### config.mk
export PLATFORM = sky130hd
export DESIGN_NAME = button_debouncer_flat
export DESIGN_NICKNAME = d
export VERILOG_FILES = /design/src/rtl/button_debouncer_if.sv /design/src/rtl/button_debouncer.sv /design/src/flat_wrapper.sv
export SDC_FILE = /design/constraint.sdc
export NUM_CORES = 1
export LEC_CHECK = 0
export BUFFER_PORTS_ARGS = -buffer_cell sky130_fd_sc_hd__buf_4
export CAP_MARGIN = 20
export CORE_ASPECT_RATIO = 2
export CORE_MARGIN = 2
export CORE_UTILIZATION = 49
export CTS_BUF_LIST = sky130_fd_sc_hd__clkbuf_2
export CTS_CLUSTER_DIAMETER = 150
export DETAILED_ROUTE_END_ITERATION = 8
export PLACE_DENSITY = 0.69
export SLEW_MARGIN = 40
export SYNTH_ARGS = -nofsm -noshare
export SYNTH_HDL_FRONTEND = slang
export SYNTH_SLANG_ARGS = --single-unit
export TNS_END_PERCENT = 10
### constraint.sdc
create_clock -name clk_i -period 2.5 [get_ports clk_i]
set_clock_uncertainty 0.15 [all_clocks]
set_input_delay 0.25 -clock clk_i [delete_from_list [all_inputs] [get_ports clk_i]]
set_output_delay 0.25 -clock clk_i [all_outputs]
set_load 0.05 [all_outputs]
### src/rtl/button_debouncer_if.sv
// button_debouncer_if: raw button pins in, debounced levels, event pulses and press count out.
// Rev 1.0
`default_nettype none

interface button_debouncer_if #(
   parameter int NBTN = 5
);
   logic [NBTN-1:0] btn_raw;
   logic [NBTN-1:0] btn_level;
   logic [NBTN-1:0] press;
   logic [NBTN-1:0] rlse;
   logic [NBTN-1:0] long_press;
   logic [4:0]      press_count;

   modport master (
      output btn_raw,
      input  btn_level, press, rlse, long_press, press_count
   );

   modport slave (
      input  btn_raw,
      output btn_level, press, rlse, long_press, press_count
   );
endinterface

`default_nettype wire

### src/rtl/button_debouncer.sv
// button_debouncer: per-channel 2-FF sync, debounce filter, press/release/long-press pulses.
// Rev 1.0
`default_nettype none

module button_debouncer #(
   parameter int NBTN          = 5,
   parameter int ACTIVE_LOW    = 1,
   parameter int STABLE_CYCLES = 250000,
   parameter int LONG_CYCLES   = 25000000
) (
   input  logic               clk_i,
   input  logic               rst_i,
   button_debouncer_if.slave  btn_if
);

   localparam int DBW = $clog2(STABLE_CYCLES);
   localparam int HW  = $clog2(LONG_CYCLES + 1);
   localparam logic [DBW-1:0]  DB_MAX   = DBW'(STABLE_CYCLES - 1);
   localparam logic [HW-1:0]   HOLD_MAX = HW'(LONG_CYCLES);
   localparam logic [HW-1:0]   HOLD_PRE = HW'(LONG_CYCLES - 1);
   localparam logic [NBTN-1:0] POL      = (ACTIVE_LOW != 0) ? {NBTN{1'b1}} : {NBTN{1'b0}};

   logic [NBTN-1:0] sync1_q, sync2_q;
   logic [NBTN-1:0] level_q, level_d;
   logic [NBTN-1:0] press_q, press_d;
   logic [NBTN-1:0] rel_q, rel_d;
   logic [NBTN-1:0] long_q, long_d;
   logic [4:0]      count_q, count_d;
   logic [DBW-1:0]  db_q   [NBTN];
   logic [DBW-1:0]  db_d   [NBTN];
   logic [HW-1:0]   hold_q [NBTN];
   logic [HW-1:0]   hold_d [NBTN];

   always_comb begin
      level_d = level_q;
      press_d = '0;
      rel_d   = '0;
      long_d  = '0;
      for (int i = 0; i < NBTN; i++) begin
         db_d[i]   = '0;
         hold_d[i] = hold_q[i];
         if (sync2_q[i] != level_q[i]) begin
            if (db_q[i] == DB_MAX) begin
               level_d[i] = sync2_q[i];
            end else begin
               db_d[i] = db_q[i] + 1'b1;
            end
         end
         press_d[i] = level_d[i] & ~level_q[i];
         rel_d[i]   = ~level_d[i] & level_q[i];
         // Hold is still cleared on the edge the press registers, so it counts from that pulse.
         if (!level_q[i]) begin
            hold_d[i] = '0;
         end else if (hold_q[i] != HOLD_MAX) begin
            hold_d[i] = hold_q[i] + 1'b1;
         end
         long_d[i] = level_q[i] && (hold_q[i] == HOLD_PRE);
      end
      count_d = count_q + {4'd0, |press_q};
   end

   always_ff @(posedge clk_i) begin
      if (rst_i) begin
         sync1_q <= '0;
         sync2_q <= '0;
         level_q <= '0;
         press_q <= '0;
         rel_q   <= '0;
         long_q  <= '0;
         count_q <= '0;
         for (int i = 0; i < NBTN; i++) begin
            db_q[i]   <= '0;
            hold_q[i] <= '0;
         end
      end else begin
         sync1_q <= btn_if.btn_raw ^ POL;
         sync2_q <= sync1_q;
         level_q <= level_d;
         press_q <= press_d;
         rel_q   <= rel_d;
         long_q  <= long_d;
         count_q <= count_d;
         for (int i = 0; i < NBTN; i++) begin
            db_q[i]   <= db_d[i];
            hold_q[i] <= hold_d[i];
         end
      end
   end

   assign btn_if.btn_level   = level_q;
   assign btn_if.press       = press_q;
   assign btn_if.rlse        = rel_q;
   assign btn_if.long_press  = long_q;
   assign btn_if.press_count = count_q;

endmodule

`default_nettype wire

### src/flat_wrapper.sv
// flat-port wrapper written by rule: the top's interface ports become plain ports
module button_debouncer_flat 
#(
   parameter int NBTN          = 5,
   parameter int ACTIVE_LOW    = 1,
   parameter int STABLE_CYCLES = 250000,
   parameter int LONG_CYCLES   = 25000000
)
  (clk_i, rst_i, btn_if_btn_raw, btn_if_btn_level, btn_if_press, btn_if_rlse, btn_if_long_press, btn_if_press_count);
  button_debouncer_if #(.NBTN(NBTN)) btn_if_i ();
  input  logic clk_i;
  input  logic rst_i;
  input wire logic [$bits(btn_if_i.btn_raw)-1:0] btn_if_btn_raw;
  output wire logic [$bits(btn_if_i.btn_level)-1:0] btn_if_btn_level;
  output wire logic [$bits(btn_if_i.press)-1:0] btn_if_press;
  output wire logic [$bits(btn_if_i.rlse)-1:0] btn_if_rlse;
  output wire logic [$bits(btn_if_i.long_press)-1:0] btn_if_long_press;
  output wire logic [$bits(btn_if_i.press_count)-1:0] btn_if_press_count;
  assign btn_if_i.btn_raw = btn_if_btn_raw;
  assign btn_if_btn_level = btn_if_i.btn_level;
  assign btn_if_press = btn_if_i.press;
  assign btn_if_rlse = btn_if_i.rlse;
  assign btn_if_long_press = btn_if_i.long_press;
  assign btn_if_press_count = btn_if_i.press_count;
  button_debouncer #(.NBTN(NBTN), .ACTIVE_LOW(ACTIVE_LOW), .STABLE_CYCLES(STABLE_CYCLES), .LONG_CYCLES(LONG_CYCLES)) u_core (.clk_i(clk_i), .rst_i(rst_i), .btn_if(btn_if_i));
endmodule
Word level (Yosys, flattened, before mapping)
Memory sizes are Yosys's and may differ from the RTL's.
Cells that the tools add are included.
- add/sub/neg operators: 11
- mux-type cells: 43
- $lt $le $gt $ge: 0
- equal/unequal tests: 20
- shift operators: 0
- multiply operators: 0
- bitwise gates (word level): 31
- div/mod/pow operators: 0
- reduce and logical (&&, ||, !) cells: 6
- operator list (operator ; count):
    two-way mux 25 bit ; 15
    two-way mux 18 bit ; 15
    adder 25 x 1 -> 25 bit (second input constant) ; 5
    == test 25 bit (second input constant) ; 5
    inequality test 25 bit (second input constant) ; 5
    adder 18 x 1 -> 18 bit (second input constant) ; 5
    == test 18 bit (second input constant) ; 5
    two-way mux 1 bit ; 13
    bitwise AND 1 bit ; 10
    NOT 1 bit ; 10
    bitwise OR 1 bit ; 10
    adder 5 x 1 -> 5 bit ; 1
    logical AND 1 bit ; 5
    inequality test 1 bit ; 5
    NOT 5 bit ; 1
    OR reduction 5 bit ; 1
- flip-flop bits (word level): 35
- output and inout bits: 25
- logic and storage cells: 120
- memory bits (writable): 215
- ROM bits: 0
- bits in latches: 0
- input bits: 7
- memories kept: 2
- memories (name ; words ; bits a word ; read ports ; clocked after Yosys merged registers in ; write ports ; RTL line ; RTL):
    u_core.hold_q ; 5 ; 25 ; 5 ; 0 ; 5 ; button_debouncer.sv:31 ; logic [HW-1:0] hold_q [NBTN];
    u_core.db_q ; 5 ; 18 ; 5 ; 0 ; 5 ; button_debouncer.sv:29 ; logic [DBW-1:0] db_q [NBTN];

Logic depth before layout (Yosys ltp)
Gate-level depths: netlist of the first run.
- depth in word-level cells: 5
- mapped depth: 8
- mapped depth without buffers: 7

Worst setup path before layout of the first run
Ideal clock, no wire load.
- path type: register to register
- from: memory u_core.db_q[0][46] (netlist bit)
- to: memory u_core.db_q[0][47] (netlist bit)
- library setup time: 114 ps
- data required time: 2236 ps
- stages on the path, launching flop included: 8
- buffers on the path: 2
- period minus slack after synthesis: 1871 ps
- slack: 629 ps
- arrival: 1607 ps
- cell sequence: dfxtp_1 > or4_1 > nor4_1 > nand4_1 > nand2b_1 > buf_6 > buf_12 > nor2_1
- RTL lines (element ; RTL line):
    start: declaration ; button_debouncer.sv:29

==> results of run 1 <==
[logic make-up after synthesis]
logic type,count (synthesis),share of synthesized area [%]
AOI/OAI and AO/OA,27,1.356
xor gates and xnor gates,192,15.58
adders and majority gates,17,1.970
buffers and inverters,63,2.550
DFF,250,46.36
muxes,10,0.9273
and+or+nand+nor,659,31.26
[worst reg2reg max path, cell delays in order (launching register included)]
cell     delay (ps)
dfxtp_1         410
ha_1            190
and3_1          220
nand4_1         390
nor4_1          460
xnor2_1         170
nor2_1           50
[registers in the layout, summed over array words and instances (netlist names)]
register                   cells
u_core.btn_if.btn_level        5
u_core.db_q                   90
u_core.btn_if.press_count      5
u_core.btn_if.press            5
u_core.btn_if.rlse             5
u_core.btn_if.long_press       5
u_core.sync1_q                 5
u_core.sync2_q                 5
u_core.hold_q                125
[power groups by stage]
stage	clock network, W	registers (W)	logic [W]
floorplan	0	0.00409	0.0000314
global placement	0	0.00409	0.0000432
detailed placement	0	0.00409	0.0000437
CTS	0.00265	0.00400	0.0000631
global route	0.00282	0.00400	0.0000693
finish	0.00251	0.00400	0.0000627
[through the flow]
stage / hold slack [ps] / total power, W
6_report: 196.5 / 0.006573
4_1_cts: 108.1 / 0.006708
3_3_place_gp: 260.9 / 0.004131
5_1_grt: 140.8 / 0.006891
3_5_place_dp: 260.1 / 0.004132
2_1_floorplan: 166.7 / 0.004118
[cells in the mapped netlist (all sizes together)]
master   count  area, um^2
a21oi       15       75.07
a311oi       1       8.760
a41o         1       10.01
and2         5       31.28
and3        31       193.9
and3b        2       17.52
and4        21       185.2
and4b        2       20.02
and4bb       1       12.51
buf         14       91.34
clkbuf      23       86.33
dfxtp      250        5005
ha          17       212.7
inv         26       97.59
mux2i       10       100.1
nand2       69       261.5
nand2b      15       93.84
nand3       83       415.4
nand3b       3       22.52
nand4       63       406.6
nand4bb      1       11.26
nor2       245       919.6
nor2b        9       56.30
nor3        41       221.5
nor3b        6       45.04
nor4        24       171.4
nor4b       13       113.9
o21ai        9       45.04
o31ai        1       7.510
or2          3       18.77
or3         14       87.58
or3b         4       35.03
or4          4       33.78
xnor2       77       674.4
xor2       115        1007
[metal layers]
metal / up-vias / part of all wire [%]
met3: 44 / 3.6
met4: 0 / 2.6
met1: 4036 / 38
met5: - / 0
met2: 127 / 55
li1: 4335 / -
[repair_timing]
| action | 4_1_cts | 5_1_grt |
|---|---|---|
| gates resized for setup | 0 | 0 |
| hold buffers | 16 | 0 |
| setup buffers | 0 | 0 |
| endpoints found under the hold margin | 41 | 0 |
[worst paths after layout]
kind	cells after the start	from	to	slack, ps
setup reg to reg	6	u_core.hold_q[2][1]	u_core.hold_q[2][24]	380
setup / recovery	6	u_core.hold_q[2][1]	u_core.hold_q[2][24]	380
hold reg to reg	1	u_core.sync1_q[4]	u_core.sync2_q[4]	290
hold / removal	3	rst_i	u_core.btn_if.btn_level[2]	200
[layout make-up]
class                      count  area [um^2]
clock buffer                  80        400.4
tap                          273        341.6
inverter                      26        97.59
fill                        1999         9617
timing repair buffer          63        513.0
multi-input combinational    905         5515
sequential                   250         5005
clock inverter                17        93.84
antenna                        1        2.502
==> results.cfg, run 1 <==
[placement]
place_area_um2 = 11310
gp_congestion = 0.7944
hpwl_um = 14630
dp.cells = 1501
portBuffers = 31
pre_cts_ws_ps = 376.2

[routing]
wl_per_cell_um = 13.17
wirelength_um = 21260
vias_per_cell = 5.289
final_antenna_net_count = 0
drt_first_iter_violations = 423
dr.pass1.iters = 7
vias = 8542
drc = 0

[timing]
max_freq_ghz = 0.4724
drv_slew = 0
setup_violations = 0
finalSetupTns_ps = 0
finalHoldViolCount = 0
rsz0062_at_grt = no
max-slew-margin-rel_pct = 48.66
tightest_slew_ps = 770.1
period_share_pct = 84.67
setup_ws_ps = 383.3
post-route-min-period_ps = 2117

[status]
outcome = finished clean

[critical_path]
critical_path.startpoint_type = register
worst_ep_required_time_ps = 3070
worstSetupPathType = register to register
slowest_delay_ps = 460
critPathTopFamily = simple AND/OR/NAND/NOR gates
critPathBufInv = 0
cp-end-kind = register
crit_chain = ha_1, and3_1, nand4_1, nor4_1, xnor2_1, nor2_1
cp_data_arrival_time_ps = 2690
critical-path-slowest-cell = nor4_1
crit_fanout = 11

[pwr]
irDropWorstVdd_uv = 304.5
power.internal_w = 0.004981
power.switching_w = 0.001592
p_seq_share_pct = 60.8
switching_share_pct = 24.22
combinationalPowerShare_pct = 1.0
pwr-share-clk_pct = 38.2
power_density_nw_per_um2 = 549.2
p_leak_nw = 4.056

[clock_network]
tritoncts = done
htreeDepth = 2
clock_latency_ps = 810
cts.sinks = 250
numCtsBuffers = 55
ctsLongestPathBuffers = 3
clk_pin_slew_ps = 130
root_buffer = clkbuf_2

[job]
drv_cap = 0

[grt]
grt.total_usage_pct = 18.55
grt_use_met3_pct = 3.713
antenna_found_initial = 1
busiest_layer = met2
grt_max_degree = 29
met1_usage_pct = 18.47
grt_overflow_total = 0
grt_pass1_wl_um = 36570
grt_pass1_vias = 8565
use_met2_pct = 35.47

[yosys]
synthDistinctLibCells = 47
ys_ff_latch = 250
syn_avg_cell_area_um2 = 8.863
synthCells = 1218
synth_fp_nets = 1242
synth-warning-count = 0
synth-seq-area-share_pct = 46.36
syn_area_um2 = 10800

[final_layout]
fin_nets = 1325
fin_util_pct = 55.45
final_cell_mix = dfxtp_1 (250), nor2_1 (245), xor2_1 (115), nand3_1 (83), clkbuf_2 (80)
instances_no_fill = 1615
drive_gt1_share_pct = 11.04
stdcell_area_um2 = 11970
areaGrowthSynthToFinish_pct = 10.87
final_common_cell = dfxtp_1

[floorplan]
die_height_um = 213.9
num_rows = 76
pin_count = 32
start_util_pct = 50.01
core_um2 = 21590
die_w_um = 109.0
dieArea_um2 = 23310

[worst_hold_path]
hold_path.class = input pin to register
No activity file was read; power rests on OpenSTA's default activity.
==> run 2: changes to the inputs <==
==> constraint.sdc (replaced) <==
create_clock -name clk_i -period 2.2 [get_ports clk_i]
set_clock_uncertainty 0.15 [all_clocks]
set_input_delay 0.22 -clock clk_i [delete_from_list [all_inputs] [get_ports clk_i]]
set_output_delay 0.22 -clock clk_i [all_outputs]
set_load 0.05 [all_outputs]
==> results.cfg, run 2 (synthesis results as in run 1) <==
[routing]
wirelength_um = 21210
dr.pass1.iters = 4
drt_first_iter_violations = 366
vias = 8589
wl_per_cell_um = 13.01
drc = 0
vias_per_cell = 5.266
final_antenna_net_count = 0

[pwr]
power.internal_w = 0.005665
pwr-share-clk_pct = 38.0
irDropWorstVdd_uv = 457.2
p_leak_nw = 4.145
p_seq_share_pct = 61.0
power.switching_w = 0.001777
switching_share_pct = 23.88
combinationalPowerShare_pct = 1.0
power_density_nw_per_um2 = 614.8

[critical_path]
worstSetupPathType = register to register
cp_data_arrival_time_ps = 2560
cp-end-kind = register
critical_path.startpoint_type = register
worst_ep_required_time_ps = 2790
worst_r2r_path_depth = 5
crit_fanout = 9

[timing]
rsz0062_at_grt = no
setup_violations = 0
period_share_pct = 89.54
drv_slew = 0
finalSetupTns_ps = 0
finalHoldViolCount = 0
setup_ws_ps = 230.2
max-slew-margin-rel_pct = 65.47
post-route-min-period_ps = 1970
tightest_slew_ps = 514.0
max_freq_ghz = 0.5077

[placement]
pre_cts_ws_ps = 204.0
gp_congestion = 0.8097
hpwl_um = 14580
portBuffers = 31

[clock_network]
cts.sinks = 250
clk_pin_slew_ps = 110
clock_latency_ps = 850
ctsLongestPathBuffers = 3
root_buffer = clkbuf_2
htreeDepth = 2
tritoncts = done
numCtsBuffers = 54

[floorplan]
num_rows = 76
die_w_um = 109.0
pin_count = 32
start_util_pct = 50.01
die_height_um = 213.9
core_um2 = 21590
dieArea_um2 = 23310

[grt]
antenna_found_initial = 1
grt_max_degree = 28
grt.total_usage_pct = 18.76
grt_pass1_vias = 8725
grt_pass1_wl_um = 36850
grt_overflow_total = 0

[worst_hold_path]
hold_path.class = input pin to register
worstHoldPathCells = 3

[final_layout]
fin_nets = 1341
largest-register = u_core.hold_q
areaGrowthSynthToFinish_pct = 12.12
final_common_cell = dfxtp_1
drive_gt1_share_pct = 12.09
largest_register_ffs = 125
multi_input_area_um2 = 5515
final_cell_mix = dfxtp_1 (250), nor2_1 (245), xor2_1 (115), nand3_1 (83), clkbuf_2 (81)
fill_cells = 2030
seq_area_um2 = 5005
fin_util_pct = 56.07
top_regs = u_core.hold_q (125), u_core.db_q (90)

[job]
drv_cap = 0

[status]
outcome = finished clean
-- run 2: cell count changes in the layout (fill, tap and decap cells not counted), sizes merged --
cell    previous run  this run
buf               47        64
clkbuf            80        81
clkinv            16        14
-- run 2: power by group through the flow --
stage	combinational, W	sequential (W)	clock, W
floorplan	0.0000357	0.00464	0
global placement	0.0000514	0.00465	0
detailed placement	0.0000518	0.00465	0
CTS	0.0000741	0.00454	0.00296
global route	0.0000815	0.00455	0.00315
finish	0.0000739	0.00454	0.00283
-- run 2: final timing paths --
| path | startpoint | endpoint | slack [ps] |
|---|---|---|---|
| hold / removal | rst_i | u_core.sync2_q[1] | 140 |
| setup / recovery | u_core.hold_q[2][1] | u_core.hold_q[2][23] | 230 |
| hold reg to reg | u_core.sync1_q[4] | u_core.sync2_q[4] | 290 |
| setup reg to reg | u_core.hold_q[2][1] | u_core.hold_q[2][23] | 230 |
-- run 2: through the flow --
stage,cells,hold slack (ps),area (um^2),power [W]
after floorplan,1218,136.7,10800,0.004680
after CTS,1629,31.91,12090,0.007581
after global placement,1517,229.2,11440,0.004697
final,1631,142.1,12100,0.007442
after detailed placement,1517,231.3,11440,0.004698
after global routing,1631,121.7,12100,0.007777
-- run 2: routing by layer --
metal	global-route usage [%]	share of wire, %
met4	8.077	2.8
met1	18.57	39
met2	36.15	55
met5	0	0
met3	3.652	3.2
-- run 2: layout make-up --
cell class / instances / share of cell area, %
timing repair buffer: 80 / 5.396
tap: 273 / 2.822
sequential: 250 / 41.35
multi-input combinational: 905 / 45.57
antenna: 1 / 0.02067
clock inverter: 15 / 0.6926
clock buffer: 81 / 3.349
inverter: 26 / 0.8063
-- run 2: critical path, cell delays in order, from the launching register on --
cell     delay, ps
dfxtp_1        420
and4_1         250
nand4_1        390
nor4_1         430
xnor2_1        170
nor2_1          50
-- run 2: repair_timing --
item	CTS	global route
hold buffers	16	0
endpoints found under the setup margin	0	17
hold endpoints to repair	157	0
resized for setup	0	0
buffers inserted	0	1
